<file path="src/rtl/clk_mon_pkg.sv">
// Shared types and constants for the divided-clock ratio monitor.
// Expected half-period tables are indexed [mon_sel][gen_speed].
package clk_mon_pkg;

    typedef enum logic [1:0] {
        IDLE = 2'd0,
        ARM  = 2'd1,
        MEAS = 2'd2,
        DONE = 2'd3
    } mon_state_e;

    localparam logic [1:0] ERR_NONE    = 2'd0;
    localparam logic [1:0] ERR_SHORT   = 2'd1;
    localparam logic [1:0] ERR_LONG    = 2'd2;
    localparam logic [1:0] ERR_TIMEOUT = 2'd3;

    // Row 0 is ser_clk, row 1 is enc_clk; columns follow the divider's gen_speed encoding.
    localparam logic [7:0] EXP_HALF [2][4] = '{
        '{8'd1,  8'd4,  8'd8,  8'd2},
        '{8'd16, 8'd33, 8'd66, 8'd8}
    };

endpackage

</file>
<file path="src/rtl/clk_edge_sync.sv">
// Multi-stage synchronizer for a divided clock sampled as data, followed by a
// toggle detector that emits a one-cycle pulse on every rising or falling edge.
module clk_edge_sync #(
    parameter int SYNC_STAGES = 2
) (
    input  logic clk_i,
    input  logic rst_i,
    input  logic d_i,
    output logic edge_o
);

    logic [SYNC_STAGES-1:0] sync_q;
    logic                   prev_q;

    always_ff @(posedge clk_i) begin
        if (!rst_i) begin
            sync_q <= '0;
            prev_q <= 1'b0;
        end else begin
            sync_q <= {sync_q[SYNC_STAGES-2:0], d_i};
            prev_q <= sync_q[SYNC_STAGES-1];
        end
    end

    assign edge_o = sync_q[SYNC_STAGES-1] ^ prev_q;

endmodule

</file>
<file path="src/rtl/clk_ratio_monitor.sv">
// Measures half-periods of a divided clock in local_clk cycles and reports lock or an error cause.
// Optional min/max half-period statistics are enabled with `define CLK_RATIO_MON_STATS_EN.
module clk_ratio_monitor
    import clk_mon_pkg::*;
#(
    parameter int N_SAMPLES   = 8,
    parameter int TOL         = 1,
    parameter int SYNC_STAGES = 2,
    parameter int TIMEOUT     = 255
) (
    input  logic       local_clk_i,
    input  logic       rst_i,
    input  logic [1:0] gen_speed_i,
    input  logic       mon_sel_i,
    input  logic       mon_clk_i,
    input  logic       start_i,
    output logic       busy_o,
    output logic       done_o,
    output logic       lock_o,
    output logic       err_o,
    output logic [1:0] err_code_o,
    output logic [7:0] last_half_o
`ifdef CLK_RATIO_MON_STATS_EN
    ,
    output logic [7:0] min_half_o,
    output logic [7:0] max_half_o
`endif
);

    localparam logic [7:0] TIMEOUT_C = 8'(TIMEOUT);
    localparam logic [8:0] NSAMP_C   = 9'(N_SAMPLES);
    localparam logic [8:0] TOL_C     = 9'(TOL);

    mon_state_e state_q, state_d;
    logic [7:0] cnt_q, cnt_d;
    logic [7:0] samp_q;
    logic [1:0] spd_q;
    logic       sel_q;
    logic       lock_q, err_q;
    logic [1:0] code_q;
    logic [7:0] last_q;

    logic       edgeSeen;
    logic [7:0] expHalf;
    logic [8:0] loBound, hiBound;
    logic       below, above, abort, timeout, lockHit;
    logic [8:0] sampNext;

    clk_edge_sync #(
        .SYNC_STAGES(SYNC_STAGES)
    ) u_sync (
        .clk_i (local_clk_i),
        .rst_i (rst_i),
        .d_i   (mon_clk_i),
        .edge_o(edgeSeen)
    );

    // Window and event decode; the low bound never drops below one cycle.
    always_comb begin
        expHalf  = EXP_HALF[sel_q][spd_q];
        hiBound  = {1'b0, expHalf} + TOL_C;
        loBound  = ({1'b0, expHalf} > TOL_C) ? ({1'b0, expHalf} - TOL_C) : 9'd1;
        below    = ({1'b0, cnt_q} < loBound);
        above    = ({1'b0, cnt_q} > hiBound);
        abort    = (gen_speed_i != spd_q) || (mon_sel_i != sel_q);
        timeout  = (cnt_q >= TIMEOUT_C);
        sampNext = {1'b0, samp_q} + 9'd1;
        lockHit  = (sampNext >= NSAMP_C);
    end

    always_comb begin
        cnt_d = cnt_q;
        if (edgeSeen) begin
            cnt_d = 8'd1;
        end else if (state_q == IDLE) begin
            cnt_d = 8'd0;
        end else if (cnt_q != 8'hFF) begin
            cnt_d = cnt_q + 8'd1;
        end
    end

    always_ff @(posedge local_clk_i) begin
        if (!rst_i) begin
            state_q <= IDLE;
            cnt_q   <= 8'd0;
        end else begin
            state_q <= state_d;
            cnt_q   <= cnt_d;
        end
    end

    // A settings change while busy aborts silently; an edge always beats a timeout.
    always_comb begin
        state_d = state_q;
        unique case (state_q)
            IDLE: if (start_i) state_d = ARM;
            ARM: begin
                if (abort)         state_d = IDLE;
                else if (edgeSeen) state_d = MEAS;
                else if (timeout)  state_d = DONE;
            end
            MEAS: begin
                if (abort) begin
                    state_d = IDLE;
                end else if (edgeSeen) begin
                    if (below || above || lockHit) state_d = DONE;
                end else if (timeout) begin
                    state_d = DONE;
                end
            end
            DONE: state_d = IDLE;
            default: state_d = IDLE;
        endcase
    end

    always_comb begin
        busy_o = (state_q == ARM) || (state_q == MEAS);
        done_o = (state_q == DONE);
    end

    always_ff @(posedge local_clk_i) begin
        if (!rst_i) begin
            samp_q <= 8'd0;
            spd_q  <= 2'd0;
            sel_q  <= 1'b0;
            lock_q <= 1'b0;
            err_q  <= 1'b0;
            code_q <= ERR_NONE;
            last_q <= 8'd0;
        end else begin
            if (state_q == IDLE && start_i) begin
                samp_q <= 8'd0;
                spd_q  <= gen_speed_i;
                sel_q  <= mon_sel_i;
                lock_q <= 1'b0;
                err_q  <= 1'b0;
                code_q <= ERR_NONE;
            end else if (state_q == ARM && !abort && !edgeSeen && timeout) begin
                err_q  <= 1'b1;
                code_q <= ERR_TIMEOUT;
            end else if (state_q == MEAS && !abort) begin
                if (edgeSeen) begin
                    last_q <= cnt_q;
                    if (below) begin
                        err_q  <= 1'b1;
                        code_q <= ERR_SHORT;
                    end else if (above) begin
                        err_q  <= 1'b1;
                        code_q <= ERR_LONG;
                    end else begin
                        samp_q <= sampNext[7:0];
                        if (lockHit) lock_q <= 1'b1;
                    end
                end else if (timeout) begin
                    err_q  <= 1'b1;
                    code_q <= ERR_TIMEOUT;
                end
            end
        end
    end

    assign lock_o      = lock_q;
    assign err_o       = err_q;
    assign err_code_o  = code_q;
    assign last_half_o = last_q;

`ifdef CLK_RATIO_MON_STATS_EN
    logic [7:0] min_q, max_q;

    always_ff @(posedge local_clk_i) begin
        if (!rst_i) begin
            min_q <= 8'hFF;
            max_q <= 8'h00;
        end else if (state_q == IDLE && start_i) begin
            min_q <= 8'hFF;
            max_q <= 8'h00;
        end else if (state_q == MEAS && !abort && edgeSeen) begin
            if (cnt_q < min_q) min_q <= cnt_q;
            if (cnt_q > max_q) max_q <= cnt_q;
        end
    end

    assign min_half_o = min_q;
    assign max_half_o = max_q;
`endif

endmodule

</file>
<file path="config.mk">
export PLATFORM = sky130hd
export DESIGN_NAME = clk_ratio_monitor
export DESIGN_NICKNAME = d
export VERILOG_FILES = /design/src/rtl/clk_mon_pkg.sv /design/src/rtl/clk_edge_sync.sv /design/src/rtl/clk_ratio_monitor.sv
export SDC_FILE = /design/constraint.sdc
export NUM_CORES = 1
export LEC_CHECK = 0
export CORE_MARGIN = 3
export CORE_UTILIZATION = 50
export DETAILED_ROUTE_END_ITERATION = 10
export PLACE_DENSITY_LB_ADDON = 0.1
export SKIP_LAST_GASP = 1
export SYNTH_ARGS = -nofsm -noshare
export SYNTH_HDL_FRONTEND = slang
export SYNTH_SLANG_ARGS = --single-unit
</file>
<file path="constraint.sdc">
create_clock -name local_clk_i -period 3.4 [get_ports local_clk_i]
set_input_delay 0.34 -clock local_clk_i [delete_from_list [all_inputs] [get_ports local_clk_i]]
set_output_delay 0.34 -clock local_clk_i [all_outputs]
set_load 0.005 [all_outputs]
</file>
==> out/qor.yml, run 1 <==
dieHeight_um: 73.12
worst_r2r_path_depth: 11
yosys_warnings: 0
crit_path_end: "samp_q[7]"
finalHoldViolCount: 0
start_util: 0.5397
cts_tree: "built"
synthArstFlopShare: 0
crit_arrival_ps: 3440
viasPerCell: 5.604
yosysSeqAreaShare: 0.3200
grt_start_max_net_pins: 22
layout.cells.non_filler: 331
maxCapViolCount: 0
fin_crit_ps: 3220
drtPass1Iterations: 4
ant_nets: 0
tns_ps: 0
ys_ff_latch: 36
grt_overflow: 0
syn_inst: 258
crit_start: "spd_q[0]"
syn_area_per_cell_um2: 8.729
p_total_mw: 0.9619
drive_gt1_frac: 0.08185
coreArea_mm2: 0.004173
area_growth_pct: 16.94
grt_pass1_vias: 1730
syn-cell-area_mm2: 0.002252
clk_latency_ps: 290
io_buffer_count: 20
tightest_slew_ps: 674.8
h-tree-depth: 2
worstPathRequired_ps: 3620
die_w_um: 73.12
reg2reg_to: "samp_q[7]"
clkTransAtPathRegs_ps: 80
period_share: 0.9471
rows: 23
status: "finished clean"
maxSlewHeadroom: 0.5444
routed_wl_mm: 4.773
cp-end-kind: "flip-flop"
grt_use_total: 0.1868
critical_path_peak_fanout: 10
drv_slew: 0
setup_violations: 0
routedWlPerCell_um: 14.42
synthTopCellsByArea: "dfxtp_1 32%, ha_1 14%, mux2i_1 4.4%"
place.gp.congestion: 0.7553
antenna_cells: 0
dp_cells: 323
ys_types: 52
hold_path_class: "flip-flop to flip-flop"
dpl-instance-area_mm2: 0.002495
synth_area_leader_cell: "dfxtp_1"
vias: 1855
cellPowerDensity_mw_per_mm2: 365.2
grt_pass1_wl_mm: 7.852
cts_buffer_depth: 2
die_area_mm2: 0.005346
io_pins: 21
drtIter0Drc: 50
path_class: "flip-flop to flip-flop"
ctsRootBufferMaster: "clkbuf_8"
synth_top_area_frac: 0.3200
final_area_mm2: 0.002634
rrSetupSlack_ps: 180
numCtsBuffers: 5
final_cell_mix: "35 x dfxtp_1, 26 x ha_1, 20 x clkdlybuf4s50_1"
fin_nets: 313
synth_edf_count: 0
antenna_found_initial: 0
r2r_start: "spd_q[0]"
clkSinkCount: 36
leakage_nw: 1.001
mostFrequentLayoutCell: "dfxtp_1"
peakVddDrop_mv: 0.2638
start_kind: "flip-flop"
drc: 0
finalClockSkew_ps: 8.150
clock.fmax_ghz: 0.3106
post_cts_buffers: 0
synthFlopType: "dfxtp_1"
place_hpwl_mm: 3.382
[per-layer routing]
layer | track usage | up-vias | share of wire
li1 | - | 963 | -
met1 | 0.2620 | 854 | 0.50
met2 | 0.2890 | 32 | 0.45
met3 | 0.03444 | 6 | 0.041
met4 | 0.05738 | 0 | 0.0096
met5 | 0 | - | 0
[critical path, cell delays in order (launching register included)]
cell and delay [ps]:
dfxtp_2 390, inv_1 60, ha_1 400, a21o_1 230, or3_1 320, ha_1 280, nand2_1 90, nor3_2 260
a211oi_4 150, or3_4 420, or4_1 400, a21oi_1 150
[cells by family after synthesis]
| group | share of synthesized area |
|---|---|
| other | 0.001665 |
| muxes | 0.04445 |
| xor gates and xnor gates | 0.05445 |
| DFF | 0.3200 |
| and+or+nand+nor | 0.2533 |
| AOI/OAI and AO/OA | 0.1444 |
| adders and majority gates | 0.1444 |
| buffers and inverters | 0.03722 |
[metrics by stage]
step	hold slack, ps	setup WS [ps]	util
after floorplan	411.9	351.6	-
after global placement	434.4	195.5	0.5979
after detailed placement	442.7	71.39	0.5979
final	452.9	180.0	0.6312
after global routing	481.1	-17.56	0.6312
after CTS	455.6	43.55	0.6255
[sequential cells by signal, summed over array words and instances, names as in the netlist, 2 cells and up]
register / flops
cnt_q: 8
samp_q: 8
state_q: 2
err_code_o: 2
u_sync.sync_q: 2
last_half_o: 8
spd_q: 2
[synthesized netlist by cell type (all sizes together) (4+ instances only)]
cell	instances
nand2	18
nor4	4
xnor2	8
clkbuf	5
nand2b	5
mux2i	10
nand3	13
a21oi	16
dfxtp	36
ha	26
inv	14
and2	5
nor2	17
nor3	11
nor2b	9
o21ai	8
a211oi	4
xor2	6
[final cells by class]
class / instances / area, µm²
repair buffers: 21 / 207.7
inverters: 14 / 52.55
clock inverters: 3 / 46.29
fillers: 341 / 1539
well taps: 50 / 62.56
multi-input cells: 202 / 1474
flip-flops and latches: 36 / 721.9
clock buffers: 5 / 68.82
[worst min path at each step]
stage	startpoint	to	depth (start not counted)
2_1_floorplan	u_sync.sync_q[0]	u_sync.sync_q[1]	1
3_3_place_gp	u_sync.sync_q[0]	u_sync.sync_q[1]	1
3_5_place_dp	u_sync.sync_q[0]	u_sync.sync_q[1]	1
4_1_cts	err_o	err_o	2
5_1_grt	u_sync.sync_q[0]	u_sync.sync_q[1]	1
6_report	err_o	err_o	2
[where the power goes]
group	total, mW	switching [mW]	internal (mW)
sequential	0.438	0.0103	0.428
clock	0.395	0.174	0.221
combinational	0.129	0.0743	0.0547
[what timing repair did]
| item | 4_1_cts | 5_1_grt |
|---|---|---|
| hold buffers | 0 | 0 |
| setup endpoints to repair | 0 | 11 |
| resized for setup | 0 | 5 |
(Power assumes the default switching activity.)
==> run 2, diff against run 1 <==
--- a/config.mk
+++ b/config.mk
@@ -5,6 +5,7 @@
 export SDC_FILE = /design/constraint.sdc
 export NUM_CORES = 1
 export LEC_CHECK = 0
+export ABC_AREA = 1
 export CORE_MARGIN = 3
 export CORE_UTILIZATION = 50
 export DETAILED_ROUTE_END_ITERATION = 10
==> run 2 against run 1 <==
Effect of this change:
- combinational power is 12% higher
- clock skew hardly changed
- hold slack worse by 30 ps
- cell count is 22% higher
- total power is 6.2% lower
- count of clock-buffer cells in the layout is 2 higher
- highest routed layer unchanged
==> out/qor.yml, run 2 <==
yosysMostFrequentCell: "nand2_1"
drtPass1Iterations: 4
synth_commonest_cells: "81 x nand2_1, 47 x inv_1, 36 x dfxtp_1, 34 x nor2_1, 29 x a21oi_1"
crit_buf_inv: 3
syn_area_per_cell_um2: 6.944
synth_top_family_by_area: "simple AND/OR/NAND/NOR gates"
path_class: "flip-flop to flip-flop"
cts_hold_buf: 0
synthTopCellsByArea: "dfxtp_1 32%, ha_1 14%, nand2_1 13%"
drv_slew: 0
clk_latency_ps: 290
cts_buffer_depth: 2
synth_area_leader_cell: "dfxtp_1"
io_pins: 21
syn-cell-area_mm2: 0.002285
yosys_warnings: 0
crit_top_cell: "nand2_1"
maxCapViolCount: 0
synthArstFlopShare: 0
grt_pass1_vias: 1830
path_cells: "inv_1 -> ha_1 -> nand2_1 -> nand2_1 -> nor2_1 -> o21ai_0 -> ha_1 -> nand2_1 -> inv_1 -> nand3_1 -> nor3_1 -> a21oi_2 -> nor2_2 -> inv_2 -> o21ai_0 -> a21oi_1"
rsz0062_at_grt: "false"
start_kind: "flip-flop"
post_cts_resized: 0
start_util: 0.5438
grt_pass1_wl_mm: 8.231
mostFrequentLayoutCell: "nand2_1"
p_total_mw: 0.9019
routed_wl_mm: 4.541
antenna_cells: 0
area_growth_pct: 14.35
numCtsBuffers: 5
cts_tree: "built"
clock.fmax_ghz: 0.3386
critical-path-top-delay-family: "simple AND/OR/NAND/NOR gates"
die_w_um: 73.60
tightest_slew_ps: 576.6
routedWlPerCell_um: 11.27
worstPathRequired_ps: 3580
clkSinkCount: 36
die_area_mm2: 0.005416
cp-end-kind: "flip-flop"
ys_types: 29
ctsRootBufferMaster: "clkbuf_8"
synth_compound_area_frac: 0.1145
multi_input_area_mm2: 0.001348
synth_edf_count: 0
ys_ff_latch: 36
layout.cells.non_filler: 403
leakage_nw: 1.230
synthFlopType: "dfxtp_1"
drc: 0
grt_overflow: 0
dp_cells: 395
coreArea_mm2: 0.004202
synthXorXnorAreaFrac: 0.04162
place.gp.congestion: 0.8376
finalHoldViolCount: 0
drtIter0Drc: 130
tns_ps: 0
setup_violations: 0
maxSlewHeadroom: 0.6126
synth_top_area_frac: 0.3154
fin_crit_ps: 2954
hold_path_class: "flip-flop to flip-flop"
fill_cells: 400
fin_nets: 385
final_cell_mix: "81 x nand2_1, 47 x inv_1, 36 x dfxtp_1"
post_cts_buffers: 0
syn_inst: 329
rows: 23
grt_use_total: 0.1937
grt_start_max_net_pins: 17
h-tree-depth: 2
synthAdderAreaFrac: 0.1424
ant_nets: 0
critPathSlowestCell: "nor2_2"
vias: 2029
period_share: 0.8687
status: "finished clean"
synthSimpleGateAreaFrac: 0.2881
cellPowerDensity_mw_per_mm2: 345.2
viasPerCell: 5.035
clkTransAtPathRegs_ps: 70
dieHeight_um: 73.60
peakVddDrop_mv: 0.1866
finalClockSkew_ps: 7.693
critical_path_peak_fanout: 11
crit_arrival_ps: 3140
yosysSeqAreaShare: 0.3154
place_hpwl_mm: 3.550
regArea_um2: 720.7
cpPeakStageDelay_ps: 430
io_buffer_count: 20
synthMuxAreaShare: 0
antenna_found_initial: 0
drive_gt1_frac: 0.06516
-- run 2: kinds of logic after synthesis --
kind of cell               Yosys count
and+or+nand+nor                    152
buffers and inverters               54
AOI/OAI and AO/OA                   50
DFF                                 36
adders and majority gates           26
xor gates and xnor gates            10
other                                1
-- run 2: layout make-up --
class,count,area share
tap,50,0.02395
timing repair buffer,21,0.07950
sequential,36,0.2759
clock inverter,1,0.002874
inverter,48,0.06897
clock buffer,7,0.03305
multi-input combinational,240,0.5158
-- run 2: layer usage --
metal	global-route usage	wire length, µm	up-vias
li1	-	-	1084
met1	0.2647	2234	900
met2	0.3041	2035	39
met3	0.04104	209	6
met4	0.06036	61	0
met5	0	0	-
-- run 2: worst register-to-register path, cell delays in order, from the launching register on --
cell and delay [ps]:
dfxtp_1 400, inv_1 90, ha_1 360, nand2_1 110, nand2_1 70, nor2_1 110, o21ai_0 100, ha_1 300
nand2_1 50, inv_1 60, nand3_1 70, nor3_1 210, a21oi_2 110, nor2_2 430, inv_2 140, o21ai_0 170
a21oi_1 50
-- run 2: per-stage QoR --
stage | hold slack (ps) | util | instance area (µm²) | setup WS (ps)
after floorplan | 390.5 | - | 2288 | 932.6
after global placement | 406.0 | 0.5995 | 2519 | 585.8
after detailed placement | 408.1 | 0.5995 | 2519 | 449.8
after CTS | 428.9 | 0.6218 | 2613 | 450.3
after global routing | 444.8 | 0.6218 | 2613 | 84.59
final | 422.6 | 0.6218 | 2613 | 446.3
-- run 2: power breakdown --
part / internal, mW / total, mW / switching (mW)
clock: 0.165 / 0.317 / 0.152
sequential: 0.429 / 0.440 / 0.0113
combinational: 0.0567 / 0.145 / 0.0879
total: 0.650 / 0.902 / 0.252
-- run 2: path summary, 6_finish.rpt --
check | from | end | slack (ps) | cells after the start
setup / recovery | spd_q[0] | samp_q[7] | 450 | 16
hold / removal | u_sync.sync_q[0] | u_sync.sync_q[1] | 420 | 2
setup reg to reg | spd_q[0] | samp_q[7] | 450 | 16
hold reg to reg | u_sync.sync_q[0] | u_sync.sync_q[1] | 420 | 2
